File: src/rtl/sr04_pkg.sv
// Shared types and default timing constants for the HC-SR04 ranging controller.
package sr04_pkg;

  localparam int CNT_W_DEF      = 16;
  localparam int TRIG_US_DEF    = 10;
  localparam int TIMEOUT_US_DEF = 30000;
  localparam int HOLDOFF_US_DEF = 60000;

  typedef enum logic [2:0] {
    ST_IDLE      = 3'd0,
    ST_TRIG      = 3'd1,
    ST_WAIT_RISE = 3'd2,
    ST_MEASURE   = 3'd3,
    ST_HOLDOFF   = 3'd4
  } state_t;

endpackage

File: src/rtl/sr04_echo_sync.sv
// Two-flop synchroniser for the asynchronous ECHO pin plus registered rise/fall pulses.
// D-to-RISE/FALL latency is three CLK cycles.
module sr04_echo_sync (
  input  logic CLK,
  input  logic RST,
  input  logic D,
  output logic Q,
  output logic RISE,
  output logic FALL
);

  logic meta;
  logic sync;
  logic sync_d;

  always_ff @(posedge CLK or posedge RST) begin
    if (RST) begin
      meta   <= 1'b0;
      sync   <= 1'b0;
      sync_d <= 1'b0;
      RISE   <= 1'b0;
      FALL   <= 1'b0;
    end else begin
      meta   <= D;
      sync   <= meta;
      sync_d <= sync;
      RISE   <= sync & ~sync_d;
      FALL   <= ~sync & sync_d;
    end
  end

  assign Q = sync;

endmodule

File: src/rtl/sr04_meas_ctrl.sv
// One HC-SR04 ranging cycle: trigger pulse, wait for echo, measure echo width, hold off.
// All timing is counted in TICK_US strobes; DBG_STATE/DBG_ECHO expose the FSM and synced echo.
module sr04_meas_ctrl
  import sr04_pkg::*;
#(
  parameter int TRIG_US    = TRIG_US_DEF,
  parameter int TIMEOUT_US = TIMEOUT_US_DEF,
  parameter int HOLDOFF_US = HOLDOFF_US_DEF,
  parameter int CNT_W      = CNT_W_DEF
) (
  input  logic             CLK,
  input  logic             RST,
  input  logic             TICK_US,
  input  logic             START,
  input  logic             AUTO_EN,
  input  logic             ECHO,
  output logic             TRIG,
  output logic             BUSY,
  output logic             DIST_VALID,
  output logic [CNT_W-1:0] ECHO_US,
  output logic             TIMEOUT_ERR,
  output state_t           DBG_STATE,
  output logic             DBG_ECHO
);

  localparam logic [CNT_W-1:0] TRIG_LAST    = CNT_W'(TRIG_US - 1);
  localparam logic [CNT_W-1:0] TIMEOUT_LAST = CNT_W'(TIMEOUT_US - 1);
  localparam logic [CNT_W-1:0] TIMEOUT_SAT  = CNT_W'(TIMEOUT_US);
  localparam logic [CNT_W-1:0] HOLDOFF_LAST = CNT_W'(HOLDOFF_US - 1);

  state_t           state, state_nxt;
  logic [CNT_W-1:0] cnt, cnt_nxt;
  logic [CNT_W-1:0] echo_us_nxt;
  logic             trig_nxt, valid_nxt, tmo_nxt;
  logic             echo_rise, echo_fall;

  sr04_echo_sync u_echo_sync (
    .CLK  (CLK),
    .RST  (RST),
    .D    (ECHO),
    .Q    (DBG_ECHO),
    .RISE (echo_rise),
    .FALL (echo_fall)
  );

  // Result interface: DIST_VALID and TIMEOUT_ERR are single-cycle, mutually exclusive strobes
  // with no back-pressure; ECHO_US is valid in the strobe cycle and holds until the next update.
  always_comb begin
    state_nxt   = state;
    trig_nxt    = 1'b0;
    valid_nxt   = 1'b0;
    tmo_nxt     = 1'b0;
    echo_us_nxt = ECHO_US;
    unique case (state)
      ST_IDLE: begin
        if (START || AUTO_EN) begin
          state_nxt = ST_TRIG;
          trig_nxt  = 1'b1;
        end
      end
      ST_TRIG: begin
        trig_nxt = 1'b1;
        if (TICK_US && cnt == TRIG_LAST) begin
          state_nxt = ST_WAIT_RISE;
          trig_nxt  = 1'b0;
        end
      end
      ST_WAIT_RISE: begin
        // A rise arriving together with the timeout tick takes priority.
        if (echo_rise) begin
          state_nxt = ST_MEASURE;
        end else if (TICK_US && cnt == TIMEOUT_LAST) begin
          tmo_nxt   = 1'b1;
          state_nxt = ST_HOLDOFF;
        end
      end
      ST_MEASURE: begin
        if (echo_fall) begin
          echo_us_nxt = cnt;
          valid_nxt   = 1'b1;
          state_nxt   = ST_HOLDOFF;
        end else if (TICK_US && cnt == TIMEOUT_LAST) begin
          echo_us_nxt = TIMEOUT_SAT;
          tmo_nxt     = 1'b1;
          state_nxt   = ST_HOLDOFF;
        end
      end
      ST_HOLDOFF: begin
        if (TICK_US && cnt == HOLDOFF_LAST) state_nxt = ST_IDLE;
      end
      default: state_nxt = ST_IDLE;
    endcase

    if (state_nxt != state) cnt_nxt = '0;
    else if (TICK_US)       cnt_nxt = cnt + 1'b1;
    else                    cnt_nxt = cnt;
  end

  always_ff @(posedge CLK or posedge RST) begin
    if (RST) begin
      state       <= ST_IDLE;
      cnt         <= '0;
      TRIG        <= 1'b0;
      DIST_VALID  <= 1'b0;
      TIMEOUT_ERR <= 1'b0;
      ECHO_US     <= '0;
    end else begin
      state       <= state_nxt;
      cnt         <= cnt_nxt;
      TRIG        <= trig_nxt;
      DIST_VALID  <= valid_nxt;
      TIMEOUT_ERR <= tmo_nxt;
      ECHO_US     <= echo_us_nxt;
    end
  end

  assign BUSY      = (state != ST_IDLE);
  assign DBG_STATE = state;

endmodule

File: config.mk
export PLATFORM = sky130hd
export DESIGN_NAME = sr04_meas_ctrl
export DESIGN_NICKNAME = d
export VERILOG_FILES = /design/src/rtl/sr04_pkg.sv /design/src/rtl/sr04_echo_sync.sv /design/src/rtl/sr04_meas_ctrl.sv
export SDC_FILE = /design/constraint.sdc
export NUM_CORES = 1
export LEC_CHECK = 0
export BUFFER_PORTS_ARGS = -buffer_cell sky130_fd_sc_hd__clkbuf_2
export CAP_MARGIN = 40
export CELL_PAD_IN_SITES_DETAIL_PLACEMENT = 0
export CELL_PAD_IN_SITES_GLOBAL_PLACEMENT = 1
export CORE_MARGIN = 2
export CORE_UTILIZATION = 44
export CTS_CLUSTER_SIZE = 20
export DETAILED_ROUTE_END_ITERATION = 7
export PLACE_DENSITY = 0.85
export RECOVER_POWER = 50
export SYNTH_ARGS = -nofsm -noshare
export SYNTH_HDL_FRONTEND = slang
export SYNTH_SLANG_ARGS = --single-unit
export TNS_END_PERCENT = 30
File: constraint.sdc
create_clock -name CLK -period 2.5 [get_ports CLK]
set_input_delay 0.125 -clock CLK [delete_from_list [all_inputs] [get_ports CLK]]
set_output_delay 0.125 -clock CLK [all_outputs]
set_load 0.005 [all_outputs]
==> reports/summary.txt <==
combined area of all synthesized cells = 0.00202 mm2
Rel. slew slack = 0.362
Worst Hold Slack = 0.147 ns
RSZ-0062 raised after global routing = false
floorplan die area = 0.00514 mm2
clock input transition at the sequential cells of the worst setup and hold paths = 0.08 ns
placeable core area = 0.00438 mm2
kind of critical path = reg -> reg
crit path max fanout = 16
IR Drop Worst-Case VDD = 0.408 mV
routed vias = 1,502
number of hold violations in the final report = 0
Fill cells = 402
wire per inst = 15.8 um
Die Span Y = 71.7 um
largest area contributor in the synthesized netlist = dfrtp_1
First DRT Iteration DRCs = 58
port buffer count = 29
Post-Layout Cell Count = 264
Max Clk Rate = 0.465 GHz
Via density = 5.69
first-pass iteration count of the detailed router = 4
antenna-violating nets left = 0
slew of the pin with the lowest slew margin = 0.958 ns
final HPWL from detailed placement = 3.02 mm
static leakage = 1.04 nW
total of flip-flops plus latches after synthesis = 43
TritonCTS clock tree = built
syn_nets = 185
global-route congestion overflow total = 0
area growth from synthesis to final layout = 13.7%
power density normalized to cell area = 816 mW/mm2
RD Place Congestion = 0.864
number of flops mapped to enable cells by yosys = 0
root buffer cell = clkbuf_8
yosys warns = 0
Worst EP required = 2.67 ns
Tot GR Track Use = 0.184
number of CTS-inserted buffers = 5
layout cell share with drive strength beyond 1 = 0.203
final period demand of the worst path = 2.15 ns
total I/O pin count = 30
placement row count = 24
synthesized netlist cell count = 177
MaxCap Viol Count = 0
pins over their slew limit = 0
nature of the critical path endpoint = register
detailed-route DRC error count = 0
Final nets = 219
Die X = 71.7 um
total of cells resized after clock tree synthesis = 0
number of H-tree levels = 2
portion of synthesized cell area occupied by the leading cell type = 0.534
count of final setup violators = 0
clock buffer depth = 2
Arrival @ worst endpoint = 2.32 ns
fin crit share = 0.860
Clock Skews = 0.00529 ns
cell types with the largest area share after synthesis = dfrtp_1, nor3_1, a22o_1
number of antenna violations at the first check in global routing = 0
final core utilization = 0.523
kind of start point of the critical path = register
worst min-delay path class = in -> reg
run status = complete, no violations
number of global-route vias before repair = 1,431
synth unique cells = 45
effective utilization at floorplan = 0.460
largest net degree at the start of global routing = 19
async set-or-reset flop fraction in the synthesized netlist = 1.00
final-layout setup total negative slack = 0 ns
sequential element share of the synthesized area = 0.534
final total power = 1.87 mW
Clock Latency Late Sink = 0.30 ns
detailed-route wire length = 4.18 mm
wire length of the first global-routing pass = 7.26 mm
Post-Synthesis Mean Instance Area = 11.4 um2
Sinks on Clock Net = 43
ys flop type = dfrtp_1
# diodes = 0
Cells after DPL = 254
[path summary, 6_finish.rpt]
path,start,to,slack [ns],cells past startpoint
setup / recovery,cnt[0],cnt[13],0.35,6
hold / removal,START,TRIG,0.15,3
setup reg to reg,cnt[0],cnt[13],0.35,6
hold reg to reg,u_echo_sync.meta,u_echo_sync.Q,0.36,0
max in group asynchronous,RST,cnt[11],0.98,5
min in group asynchronous,RST,ECHO_US[8],0.29,3
[timing repair]
item | in CTS | in global routing
hold endpoints to repair | 7 | 0
buffers inserted | 0 | 0
hold buffers | 2 | 0
[placed cells by master, fill, tap and decap left out, types with 2 or more instances in the layout]
master	count
nor2_1	12
nor4_1	2
clkbuf_1	8
nand2_1	9
xnor2_1	5
inv_1	4
dfrtp_1	43
nor2b_1	4
o22a_1	7
clkbuf_2	24
nand3b_1	2
clkbuf_8	5
nand3_1	8
and4_1	4
ha_1	2
o21ai_0	3
xor2_1	9
nand4_1	4
buf_4	2
a22o_1	9
dlygate4sd3_1	2
and3_1	2
nor3_1	17
[cell families after synthesis]
| group | Yosys count | synth area share |
|---|---|---|
| AND/OR/NAND/NOR | 76 | 0.222 |
| flip-flops | 43 | 0.534 |
| AO/OA/AOI/OAI | 30 | 0.136 |
| XOR/XNOR | 14 | 0.0608 |
| buffers and inverters | 12 | 0.0354 |
| adder cells (fa/ha/maj) | 2 | 0.0124 |
[power breakdown]
group	switching [mW]	internal (mW)
Sequential	0.128	0.823
Combinational	0.265	0.226
Clock	0.234	0.195
Total	0.627	1.24
[routing by layer]
layer	global-route usage	routed length, um	vias up
li1	-	-	721
met1	0.262	1990	741
met2	0.269	1960	34
met3	0.0478	170	6
met4	0.0734	63	0
met5	0	0	-
[worst max-delay path, stage by stage (launching register included)]
cell and delay, ns:
dfrtp_1 0.46, ha_1 0.23, and4_1 0.41, nand2_4 0.11, o31ai_4 0.42, o31a_4 0.31
nor3_1 0.08
[flip-flops by register name, summed over array words and instances, names as in the netlist]
name / flops
TRIG: 1
cnt: 16
u_echo_sync.Q: 1
DBG_STATE: 3
u_echo_sync.meta: 1
u_echo_sync.FALL: 1
DIST_VALID: 1
u_echo_sync.sync_d: 1
ECHO_US: 16
u_echo_sync.RISE: 1
TIMEOUT_ERR: 1
[synthesized netlist by cell type, drive strengths merged, types with 4 or more instances]
master   n
nand2   11
nand3    8
and4     4
nand4    5
inv      4
a22o     9
o22a     7
o21ai    4
dfrtp   43
buf      7
nor3    17
nor2b    4
xor2     9
nor2    12
xnor2    5
[layout make-up]
| class | count | area (um2) | share of cell area |
|---|---|---|---|
| clock buffer | 6 | 72.6 | 0.0317 |
| clock inverter | 2 | 12.5 | 0.00546 |
| inverter | 4 | 15.0 | 0.00655 |
| multi-input combinational | 122 | 868 | 0.379 |
| sequential | 43 | 1080 | 0.470 |
| tap | 52 | 65.1 | 0.0284 |
| timing repair buffer | 35 | 181 | 0.0792 |
[through the flow]
| step | setup WS (ns) | instance area (um2) |
|---|---|---|
| 2_1_floorplan | 0.581 | 2020 |
| 3_3_place_gp | 0.429 | 2190 |
| 3_5_place_dp | 0.379 | 2220 |
| 4_1_cts | 0.353 | 2320 |
| 5_1_grt | 0.204 | 2290 |
| 6_report | 0.349 | 2290 |
(Power assumes the default switching activity.)
